**src/rtl/axi_rd_pkg.sv**
```systemverilog
// Shared constants and types for the AXI read engine.
// Latency: n/a (declarations only).
// Backpressure: n/a.
package axi_rd_pkg;

  localparam logic [1:0] BURST_FIXED = 2'b00;
  localparam logic [1:0] BURST_INCR  = 2'b01;

  localparam logic [2:0] SIZE_4B = 3'd2;

  localparam logic [3:0] ARID_I = 4'd0;
  localparam logic [3:0] ARID_D = 4'd1;

  localparam int NUM_STATES = 4;

  typedef enum logic [1:0] {
    ST_IDLE = 2'd0,
    ST_AR   = 2'd1,
    ST_R    = 2'd2,
    ST_RET  = 2'd3
  } state_e;

endpackage

```
**src/rtl/axi_rd_mux_1h.sv**
```systemverilog
// One-hot select mux: ORs together every input whose select bit is set.
// Latency: combinational.
// Backpressure: none.
// Ports: sel (one-hot select), din (N packed inputs of W bits), dout (selected value).
module axi_rd_mux_1h #(
  parameter int N = 2,
  parameter int W = 1
) (
  input  logic [N-1:0]        sel,
  input  logic [N-1:0][W-1:0] din,
  output logic [W-1:0]        dout
);

  always_comb begin
    dout = '0;
    for (int k = 0; k < N; k++) begin
      if (sel[k]) dout = dout | din[k];
    end
  end

endmodule

```
**src/rtl/axi_rd.sv**
```systemverilog
// AXI read engine: arbitrates i/d cache reads (d first), issues one AR, assembles R beats, returns the line.
// Latency: burst with no stalls returns the line 2+WORDS_PER_LINE cycles after accept.
// Backpressure: one transaction in flight; rdy low while busy, d also held off until wr_idle.
// Ports: i_*/d_* cache request and line-return interfaces, wr_idle/read_unfinish write-engine
//        interlock, ar*/r* AXI read address and data channels, clk/reset (sync active-high).
module axi_rd
  import axi_rd_pkg::*;
#(
  parameter int BYTES_PER_LINE = 16,
  parameter int WORDS_PER_LINE = BYTES_PER_LINE / 4,
  parameter int LINE_WIDTH     = WORDS_PER_LINE * 32,
  parameter int PTR_WIDTH      = $clog2(WORDS_PER_LINE)
) (
  input  logic                  clk,
  input  logic                  reset,
  input  logic                  i_rd_req,
  output logic                  i_rd_rdy,
  input  logic                  i_burst,
  input  logic [31:0]           i_addr,
  input  logic [1:0]            i_size,
  output logic                  i_ret_valid,
  output logic [LINE_WIDTH-1:0] i_ret_data,
  input  logic                  d_rd_req,
  output logic                  d_rd_rdy,
  input  logic                  d_burst,
  input  logic [31:0]           d_addr,
  input  logic [1:0]            d_size,
  output logic                  d_ret_valid,
  output logic [LINE_WIDTH-1:0] d_ret_data,
  input  logic                  wr_idle,
  output logic                  read_unfinish,
  output logic [3:0]            arid,
  output logic [31:0]           araddr,
  output logic [7:0]            arlen,
  output logic [2:0]            arsize,
  output logic [1:0]            arburst,
  output logic [1:0]            arlock,
  output logic [3:0]            arcache,
  output logic [2:0]            arprot,
  output logic                  arvalid,
  input  logic                  arready,
  input  logic [3:0]            rid,
  input  logic [31:0]           rdata,
  input  logic [1:0]            rresp,
  input  logic                  rlast,
  input  logic                  rvalid,
  output logic                  rready
);

  localparam logic [31:0] LINE_MASK = 32'(BYTES_PER_LINE - 1);

  state_e state_q, state_d;

  logic                                owner_q, owner_d;   // 1 = d-cache
  logic [31:0]                         addr_q, addr_d;
  logic                                burst_q, burst_d;
  logic [1:0]                          size_q, size_d;
  logic [WORDS_PER_LINE-1:0][31:0]     line_q, line_d;
  logic [PTR_WIDTH-1:0]                ptr_q, ptr_d;

  logic is_idle, is_ar, is_r, is_ret;
  logic i_acc, d_acc, accept, r_done;

  // rid/rresp are deliberately ignored: only one transaction is ever outstanding.
  logic unused_ok;
  assign unused_ok = ^{rid, rresp};

  assign is_idle = (state_q == ST_IDLE);
  assign is_ar   = (state_q == ST_AR);
  assign is_r    = (state_q == ST_R);
  assign is_ret  = (state_q == ST_RET);

  assign d_acc  = d_rd_req & d_rd_rdy;
  assign i_acc  = i_rd_req & i_rd_rdy;
  assign accept = d_acc | i_acc;
  assign r_done = is_r & rvalid & rlast;

  // State register.
  always_ff @(posedge clk) begin
    if (reset) state_q <= ST_IDLE;
    else       state_q <= state_d;
  end

  // Next state: one select line per destination state into the shared one-hot mux.
  logic [NUM_STATES-1:0]      st_sel;
  logic [NUM_STATES-1:0][1:0] st_enc;
  logic [1:0]                 st_nxt;

  always_comb begin
    for (int k = 0; k < NUM_STATES; k++) st_enc[k] = 2'(k);
    st_sel          = '0;
    st_sel[ST_IDLE] = (is_idle & ~accept) | is_ret;
    st_sel[ST_AR]   = (is_idle & accept) | (is_ar & ~arready);
    st_sel[ST_R]    = (is_ar & arready) | (is_r & ~(rvalid & rlast));
    st_sel[ST_RET]  = r_done;
  end

  axi_rd_mux_1h #(.N(NUM_STATES), .W(2)) u_state_mux (
    .sel  (st_sel),
    .din  (st_enc),
    .dout (st_nxt)
  );

  always_comb begin
    state_d = state_e'(st_nxt);
  end

  // Outputs. A blocked d request (wr_idle low) must not starve i.
  always_comb begin
    d_rd_rdy      = is_idle & wr_idle;
    i_rd_rdy      = is_idle & ~(d_rd_req & wr_idle);
    arvalid       = is_ar;
    rready        = is_r;
    i_ret_valid   = is_ret & ~owner_q;
    d_ret_valid   = is_ret & owner_q;
    // Not raised in IDLE with requests pending, otherwise the write engine could deadlock.
    read_unfinish = is_ar | is_r;
  end

  // Latched request and line assembly.
  always_comb begin
    owner_d = owner_q;
    addr_d  = addr_q;
    burst_d = burst_q;
    size_d  = size_q;
    line_d  = line_q;
    ptr_d   = ptr_q;
    if (accept) begin
      owner_d = d_acc;
      addr_d  = d_acc ? d_addr  : i_addr;
      burst_d = d_acc ? d_burst : i_burst;
      size_d  = d_acc ? d_size  : i_size;
      line_d  = '0;
      ptr_d   = '0;
    end else if (is_r & rvalid) begin
      line_d[ptr_q] = rdata;
      ptr_d         = ptr_q + 1'b1;   // wraps naturally at WORDS_PER_LINE
    end
  end

  always_ff @(posedge clk) begin
    owner_q <= owner_d;
    addr_q  <= addr_d;
    burst_q <= burst_d;
    size_q  <= size_d;
    line_q  <= line_d;
    ptr_q   <= ptr_d;
  end

  // AR fields come straight from latched state, so they are stable while arvalid waits.
  assign arid    = owner_q ? ARID_D : ARID_I;
  assign araddr  = burst_q ? (addr_q & ~LINE_MASK) : addr_q;
  assign arlen   = burst_q ? 8'(WORDS_PER_LINE - 1) : 8'd0;
  assign arsize  = burst_q ? SIZE_4B : {1'b0, size_q};
  assign arburst = burst_q ? BURST_INCR : BURST_FIXED;
  assign arlock  = 2'b00;
  assign arcache = 4'b0000;
  assign arprot  = 3'b000;

  assign i_ret_data = line_q;
  assign d_ret_data = line_q;

endmodule

```
**config.mk**
```make
export PLATFORM = sky130hd
export DESIGN_NAME = axi_rd
export DESIGN_NICKNAME = d
export VERILOG_FILES = /design/src/rtl/axi_rd_pkg.sv /design/src/rtl/axi_rd_mux_1h.sv /design/src/rtl/axi_rd.sv
export SDC_FILE = /design/constraint.sdc
export NUM_CORES = 1
export LEC_CHECK = 0
export CAP_MARGIN = 10
export CORE_AREA = 2 2 172 174
export CTS_BUF_LIST = sky130_fd_sc_hd__clkbuf_2
export CTS_CLUSTER_SIZE = 20
export DETAILED_ROUTE_END_ITERATION = 6
export DIE_AREA = 0 0 174 176
export GPL_ROUTABILITY_DRIVEN = 0
export HOLD_SLACK_MARGIN = 0.03
export MAX_ROUTING_LAYER = met4
export PLACE_DENSITY = 0.69
export SLEW_MARGIN = 40
export SYNTH_ARGS = -nofsm -noshare
export SYNTH_HDL_FRONTEND = slang
export SYNTH_SLANG_ARGS = --single-unit
```
**constraint.sdc**
```tcl
create_clock -name clk -period 2.1 [get_ports clk]
set_clock_uncertainty 0.05 [all_clocks]
set_input_delay 0.315 -clock clk [delete_from_list [all_inputs] [get_ports clk]]
set_output_delay 0.315 -clock clk [all_outputs]
set_load 0.01 [all_outputs]
```
==> results of run 1 <==
[cell type report]
cell class | instances | share of cell area [%]
diodes | 1 | 0.0198
clock buffers | 17 | 0.674
clock inverters | 14 | 1.29
inverters | 7 | 0.267
multi-input cells | 478 | 21.3
flip-flops and latches | 168 | 30.8
well taps | 384 | 3.80
repair buffers | 565 | 41.9
[cell usage after synthesis, types with 2 or more instances]
cell type | instances | area [um^2]
nand2_1 | 258 | 968
buf_4 | 189 | 1420
dfxtp_1 | 132 | 2640
a21oi_1 | 95 | 475
a21oi_2 | 36 | 315
edfxtp_1 | 36 | 1080
mux2_4 | 29 | 435
buf_2 | 24 | 120
buf_6 | 12 | 135
ha_1 | 8 | 100
nor2b_1 | 7 | 43.8
inv_1 | 6 | 22.5
mux2_2 | 6 | 67.6
nand3_1 | 5 | 25.0
and3_1 | 4 | 25.0
and2_1 | 2 | 12.5
clkbuf_1 | 2 | 7.51
nor2_1 | 2 | 7.51
[registers in the layout, summed over array words and instances (netlist names)]
register	cells
addr_q	32
burst_q	1
ptr_q	2
owner_q	1
size_q	2
d_ret_data	128
state_q	2
[critical path, delay by kind of cell, from the launching register on]
kind	cells	cell delay, ps
adder cells (fa/ha/maj)	1	140
buffers and inverters	3	310
flip-flops	1	410
AND/OR/NAND/NOR	1	120
[power groups by stage]
stage                     sequential (mW)  clock, mW  combinational [mW]
after floorplan                      3.55          0               0.619
after global placement               3.55          0                1.10
after detailed placement             3.55          0                1.11
after CTS                            3.48       1.96                1.12
after global routing                 3.50       2.09                1.20
final                                3.48       1.87                1.13
[path summary, 6_finish.rpt]
check | endpoint | startpoint
worst max-delay path | i_rd_rdy | state_q[1]
worst max register to register | addr_q[22] | state_q[1]
worst min-delay path | d_ret_data[56] | rdata[24]
worst min register to register | d_ret_data[54] | d_ret_data[54]
[kinds of logic (layout without fill, tap and decap cells)]
family | count (synthesis) | in the layout | synth area share [%]
muxes | 35 | 35 | 6.32
buffers and inverters | 234 | 603 | 21.4
other | 1 | 21 | 0.0471
and+or+nand+nor | 281 | 281 | 13.9
AOI/OAI and AO/OA | 133 | 133 | 10.2
DFF | 168 | 168 | 46.8
adders and majority gates | 8 | 8 | 1.26
xor gates and xnor gates | 1 | 1 | 0.110
[per-layer routing]
metal	GRT usage [%]	vias to the layer above	wire, um
li1	-	3329	-
met1	19.3	3276	10400
met2	31.3	308	14300
met3	2.91	41	1540
met4	6.06	0	658
met5	-	-	0
[timing repair]
action	in CTS	in global routing
pin swaps	3	3
setup endpoints to repair	289	58
hold buffers	14	0
buffers inserted	105	6
gates resized for setup	450	57
hold endpoints to repair	34	0
[through the flow]
step,std cells,TNS [ps],power [mW]
floorplan,880,0,4.17
global placement,1477,0,4.65
detailed placement,1477,0,4.66
CTS,1627,-261,6.56
global route,1634,-838,6.79
finish,1634,0,6.48
==> summary.txt, run 1 <==
Yosys
  • Ys async rst share: 0%
  • Seq/Total Area, Yosys: 46.8%
  • Synth warnings: 0
  • Synth Instances: 861
  • Avg Cell Area, Syn: 9.25 um^2
  • Synth cell types: 26
  • Number of flops mapped to enable cells by yosys: 36
  • Predominant post-synthesis flop cell: dfxtp_1
  • Synth Register Bits: 168
  • Synthesized area: 7960 um^2

Routing
  • Wire per inst: 16.4 um
  • Final ANT Viol Nets: 0
  • Via count: approximately 7000
  • Post-Route WL: 26800 um
  • # DRC: 0
  • DR pass1 iterations: 4
  • Via-to-Cell Ratio: 4.26
  • Iteration-0 DRC Markers: 387

Global routing
  • Remaining Overflow, GRT: 0
  • Vias in the first global route: 7039
  • Global-route wire length before repair: 39700 um
  • Initial antenna violation count: 1
  • Largest net degree at the start of global routing: 55
  • Gr usage total: between 10% and 20%

Timing
  • Max-slew violation count: 0
  • Final hold vios: 0
  • Tcrit/Tclk final: approximately 97%
  • Hold slack final: 131 ps
  • Min Tclk post-route: just over 2000 ps
  • Final setup violating endpoints: 0
  • Peak Freq: 490 MHz
  • Setup ws final: 58.9 ps
  • Unrepaired setup endpoints after global routing: true

Finish
  • Final Cell Area: 12600 um^2
  • Layout Utilization: about 44%
  • Layout area overhead: 58.6%
  • Sequential Area: 3890 um^2
  • Most frequent cells in the layout: nand2_1 (258), dlygate4sd2_1 (236), dfxtp_2 (126)
  • Area of the multi-input gates: 2690 um^2
  • Share of layout cells above drive strength 1: 32.7%
  • Commonest non-fill, non-tap cell in the layout: nand2_1
  • Final net count: roughly 1400
  • Final-layout fill cell count: 2776

Power
  • Gate power share: ~18%
  • Net switching power figure: 1.87 mW
  • Pint: 4.61 mW
  • Sequential power share: 53.7%
  • Worst VDD drop: 278 uV
  • Sw Share: between 20% and 30%
  • Power per standard cell area: 513 nW/um^2
  • P_leak: approximately 6.6 nW
  • Clock share of power: between 20 and 30%

Die
  • I/O pin cnt: 437
  • Site row count: 62
  • Core area: approximately 29000 um^2
  • Width of the die: 174 um
  • Initial core utilization: 27.9%
  • DIE HEIGHT: 176 um
  • Die area: 30600 um^2

Clock tree
  • CTS tree: built
  • Reg clk slew, reported paths: 320 ps
  • H-tree Lvls: 4
  • Total CTS buffers: 17
  • Clk buf depth: 2
  • Clock Sinks: 168
  • Clock latency on the worst-skew pair: 710 ps
  • Clock root buffer master: clkbuf_2

Critical path
  • Startpoint types: flip-flop
  • Flop2flop setup slack: 180 ps
  • Reg2Reg Depth: 8
  • Slowest stage delay, CP: 410 ps
  • Setup CP Type: reg2out
  • Critical Path AT: 1680 ps
  • Crit end category: output pin
  • CP required: 1740 ps
  • Crit path cell chain: buf_6, inv_4, ha_4, nor2b_1, buf_2
  • Critical Path Fanout Max: 3
  • Slowest-stage cell, CP: dfxtp_4

Run
  • Max Cap Violations: 0

Place
  • IO Port Bufs: 410
  • Post-DP HPWL: 18100 um
  • Placed Area: between 10000 and 15000 um^2
  • Worst slack at placement: 159 ps

Run status
  • Outcome: finished clean

Min path
  • Type of the worst min-delay path: in2reg
  • Hold depth: 3
No activity file was read; power rests on OpenSTA's default activity.
==> inputs of run 2 (changes only) <==
- ABC_CLOCK_PERIOD_IN_PS: unset -> 2100
- CELL_PAD_IN_SITES_DETAIL_PLACEMENT: unset -> 0
- CELL_PAD_IN_SITES_GLOBAL_PLACEMENT: unset -> 1
- CORE_AREA: 2 2 172 174 -> unset
- CORE_UTILIZATION: unset -> 28
- DIE_AREA: 0 0 174 176 -> unset
- PLACE_DENSITY: 0.69 -> 0.89
==> run 2 against run 1 <==
  * Clock power hardly changed
  * Routed wire length is 0.55% higher
  * Count of clock-buffer cells in the layout is 1 higher
  * Register-to-register slack better by 240 ps
  * Combinational power is 4% lower
  * Die area is 4.9% lower
  * Non-clock buffer count is 30 lower
  * First-iteration DRC count is 19% higher
  * Total power is 1.0% lower
  * Critical path type unchanged
  * Critical endpoint is now arsize[1]
  * Largest cell class unchanged
==> summary.txt, run 2 (same netlist as run 1, synthesis figures left out) <==
Power
  • Sw Share: 28.6%
  • Worst VDD drop: around 300 uV
  • Gate power share: about 17%
  • Power per standard cell area: about 510 nW/um^2
  • Sequential power share: 54.2%
  • Total design power: 6.41 mW
  • P_leak: 7.04 nW
  • Clock share of power: between 20% and 30%
  • Net switching power figure: 1.83 mW
  • Pint: 4.58 mW

Routing
  • Final ANT Viol Nets: 0
  • Via count: between 6000 and 7000
  • # DRC: 0
  • Via-to-Cell Ratio: 4.27
  • DR pass1 iterations: 4
  • Post-Route WL: approximately 27000 um
  • Wire per inst: 16.9 um
  • Iteration-0 DRC Markers: 462

Die
  • Site row count: 61
  • Initial core utilization: 28.6%
  • Width of the die: 171 um
  • DIE HEIGHT: 171 um
  • I/O pin cnt: 437
  • Core area: 27900 um^2
  • Die area: between 20000 and 30000 um^2

Finish
  • Area of the multi-input gates: 2680 um^2
  • Max reg flops: 128
  • Final net count: 1331
  • Most frequent cells in the layout: nand2_1 (258), dlygate4sd2_1 (197), dfxtp_2 (124)
  • Commonest non-fill, non-tap cell in the layout: nand2_1
  • Final-layout fill cell count: 2723
  • Share of layout cells above drive strength 1: a little under a third
  • Layout area overhead: 56.7%
  • Sequential Area: between 3000 and 4000 um^2

Critical path
  • Critical Path AT: 1660 ps
  • FF-to-FF End: addr_q[29]
  • Startpoint types: flip-flop
  • CP required: 1740 ps
  • Reg2Reg Depth: 6
  • Crit end category: output pin
  • Slowest stage delay, CP: 510 ps
  • Slowest-stage cell, CP: edfxtp_1
  • CP dominant cell by count: buf_6
  • Flop2flop setup slack: 420 ps
  • Setup CP Type: reg2out
  • Crit path cell chain: buf_6, or2_4, buf_6
  • R2r startpoint: state_q[0]
  • Critical Path Fanout Max: 3

Run status
  • Outcome: finished clean

Global routing
  • Initial antenna violation count: 1
  • Global-route wire length before repair: around 38000 um
  • Largest net degree at the start of global routing: a little under 60
  • Gr usage total: ~18%
  • Remaining Overflow, GRT: 0
  • Vias in the first global route: approximately 6500

Timing
  • Final setup violating endpoints: 0
  • Peak Freq: 493 MHz
  • Tcrit/Tclk final: between 90% and 100%
  • Max-slew violation count: 0
  • Setup tns final: 0 ps
  • Unrepaired setup endpoints after global routing: true
  • Final hold vios: 0
  • Min Tclk post-route: 2030 ps

Place
  • Post-DP HPWL: 18200 um
  • IO Port Bufs: 410

Clock tree
  • CTS tree: built
  • Total CTS buffers: 17
  • Clock Sinks: 168
  • Clk buf depth: 2
  • Clock latency on the worst-skew pair: ~670 ps
  • H-tree Lvls: 4
  • Reg clk slew, reported paths: 280 ps
  • Clock root buffer master: clkbuf_2

Min path
  • Hold_sp: rdata[25]
  • Hold depth: 3
  • Type of the worst min-delay path: in2reg
  • Worst Hold Path EP: d_ret_data[25]

Run
  • Max Cap Violations: 0
[run 2: worst max path at each step]
| stage | start | end |
|---|---|---|
| global placement | wr_idle | i_rd_rdy |
| CTS | burst_q | arsize[1] |
| finish | burst_q | arsize[1] |
| global route | burst_q | arsize[1] |
| detailed placement | d_rd_req | d_ret_data[7] |
| floorplan | state_q[0] | addr_q[0] |
[run 2: worst max-delay path, delay by kind of cell (launching register included)]
kind | cells | cell delay, ps
DFF | 1 | 510
buffers and inverters | 2 | 270
and+or+nand+nor | 1 | 220
[run 2: power by group through the flow]
stage	combinational, mW	clock (mW)	sequential (mW)
detailed placement	1.11	0	3.56
global route	1.17	2.07	3.49
CTS	1.08	1.93	3.48
finish	1.09	1.84	3.48
floorplan	0.619	0	3.55
global placement	1.09	0	3.55
[run 2: layout make-up]
class	instances	share of cell area [%]
inverter	7	0.271
antenna	1	0.0201
multi-input combinational	478	21.5
tap	378	3.79
clock buffer	18	0.722
clock inverter	14	1.28
timing repair buffer	535	41.2
sequential	168	31.3
[run 2: what timing repair did]
action / CTS / global route
hold buffers: 1 / 5
pin swaps: 0 / 3
gates resized for setup: 394 / 108
setup buffers: 78 / 11
setup endpoints to repair: 295 / 101
endpoints found under the hold margin: 1 / 7
[run 2: per-stage QoR]
step	instance area [um^2]	cells	util [%]	hold slack [ps]	setup WS (ps)
2_1_floorplan	8030	880	-	334	374
3_3_place_gp	11300	1471	40.7	407	167
3_5_place_dp	11300	1471	40.7	414	148
4_1_cts	12100	1582	43.4	34.3	-62.3
5_1_grt	12500	1599	44.8	31.2	-91.8
6_report	12500	1599	44.8	169	72.6
[run 2: per-layer routing]
layer | vias up | share of wire, % | GRT usage (%)
met5 | - | 0 | -
met4 | 0 | 1.3 | 4.07
met3 | 21 | 5.2 | 3.01
met2 | 260 | 53 | 31.8
met1 | 3266 | 41 | 20.7
li1 | 3274 | - | -
==> inputs of run 3 (changes only) <==
- TNS_END_PERCENT: unset -> 50
==> run 3 against run 2 <==
  * Sequential share of layout area up 0.71 points
  * Total power down 0.29%
  * Critical path depth unchanged
  * Largest cell class unchanged
  * Highest routed layer unchanged
==> summary.txt, run 3 (same netlist as run 1, synthesis figures left out) <==
Place
  • IO Port Bufs: 410
  • Placed Area: 11300 um^2
  • DP Cell Count: 1471
  • Post-DP HPWL: 18200 um
  • Worst slack at placement: 148 ps

Timing
  • Setup ws final: 71.8 ps
  • Peak Freq: 493 MHz
  • Min Tclk post-route: around 2000 ps
  • Max-slew violation count: 0
  • Unrepaired setup endpoints after global routing: true
  • Final hold vios: 0
  • Tcrit/Tclk final: a little over nine tenths
  • Setup tns final: 0 ps
  • Final setup violating endpoints: 0

Critical path
  • CP required: roughly 1700 ps
  • Delay-heaviest family, CP: flip-flops
  • Crit path cell chain: buf_6, or2_4, buf_6
  • Slowest stage delay, CP: 510 ps
  • Critical Path AT: 1660 ps
  • CP dominant cell by count: buf_6
  • Startpoint types: flip-flop
  • R2r startpoint: state_q[0]
  • CP startpoint: burst_q
  • Setup CP Type: reg2out
  • Slowest-stage cell, CP: edfxtp_1
  • Critical Path Fanout Max: 3
  • Buf/Inv on CP: 2
  • Crit end category: output pin

Routing
  • Final ANT Viol Nets: 0
  • DR pass1 iterations: 4
  • Via count: between 6000 and 7000
  • Via-to-Cell Ratio: 4.23
  • Wire per inst: around 17 um
  • Post-Route WL: 26300 um
  • Iteration-0 DRC Markers: 494
  • # DRC: 0

Finish
  • Max reg flops: around 130
  • Share of layout cells above drive strength 1: 30.2%
  • Final Cell Area: 12200 um^2
  • Non-Filler Instances: ~1600
  • Most frequent cells in the layout: nand2_1 (258), dlygate4sd2_1 (208), dfxtp_2 (124)
  • Final net count: 1299
  • Layout area overhead: 53.2%
  • Commonest non-fill, non-tap cell in the layout: nand2_1

Die
  • I/O pin cnt: 437
  • Initial core utilization: 28.6%
  • Core area: 27900 um^2
  • Die area: about 29000 um^2
  • Site row count: between 60 and 70
  • Width of the die: approximately 170 um
  • DIE HEIGHT: 171 um

Power
  • P_leak: 6.75 nW
  • Power per standard cell area: 524 nW/um^2
  • Worst VDD drop: 292 uV

Min path
  • Hold_sp: rdata[25]
  • Type of the worst min-delay path: in2reg

Clock tree
  • Reg clk slew, reported paths: 280 ps
  • CTS tree: built
  • Clk buf depth: 2
  • H-tree Lvls: 4
  • Clock latency on the worst-skew pair: 670 ps
  • Clock Sinks: 168
  • Total CTS buffers: 17
  • Clock root buffer master: clkbuf_2

Global routing
  • Vias in the first global route: 6276
  • Initial antenna violation count: 1
  • Largest net degree at the start of global routing: 59
  • Remaining Overflow, GRT: 0
  • Global-route wire length before repair: 37000 um
  • Gr usage total: 17.5%

Run status
  • Outcome: finished clean

Run
  • Max Cap Violations: 0
run 3: per-layer routing:
metal,part of all wire (%),vias up,track usage [%]
met3,5.2,14,2.98
met2,53,255,31.2
met4,0.75,0,3.96
met5,0,-,-
met1,41,3154,20.5
li1,-,3210,-
run 3: area by class of cell:
cell class	count	area, um^2
Antenna cell	1	2.50
Clock inverter	14	160
Inverter	7	33.8
Timing Repair Buffer	503	4860
Clock buffer	18	90.1
Tap cell	378	473
Fill cell	2760	15700
Multi-Input combinational cell	478	2680
Sequential cell	168	3900
run 3: repair_timing:
action                                  CTS  global route
hold buffers                              1             4
gates cloned                              0             0
hold endpoints to repair                  1             6
endpoints found under the setup margin  295            90
pin swaps                                 0             3
gates resized for setup                 405            99
buffers inserted                         51             7
run 3: per-stage QoR:
step	hold slack (ps)	power [mW]	util, %
after floorplan	334	4.17	-
after global placement	407	4.64	40.7
after detailed placement	414	4.66	40.7
after CTS	34.3	6.47	42.6
after global routing	31.2	6.71	43.8
final	168	6.40	43.8
run 3: final timing paths:
check,to,slack [ps],cells past startpoint
min reg2reg,d_ret_data[34],430,2
max reg2reg,addr_q[10],420,6
min,d_ret_data[25],170,3
max,arsize[1],70,3
run 3: worst register-to-register path, stage by stage (launching register included):
cell,delay [ps]
dfxtp_4,430
inv_4,40
ha_4,160
and2_4,150
nand2_4,100
buf_4,230
mux2_4,320
run 3: where the power goes:
part           internal, mW  leakage, nW  total, mW  switching (mW)
combinational         0.553         5.12       1.08           0.527
sequential             3.43         1.48       3.48          0.0480
clock                 0.588        0.154       1.84            1.25
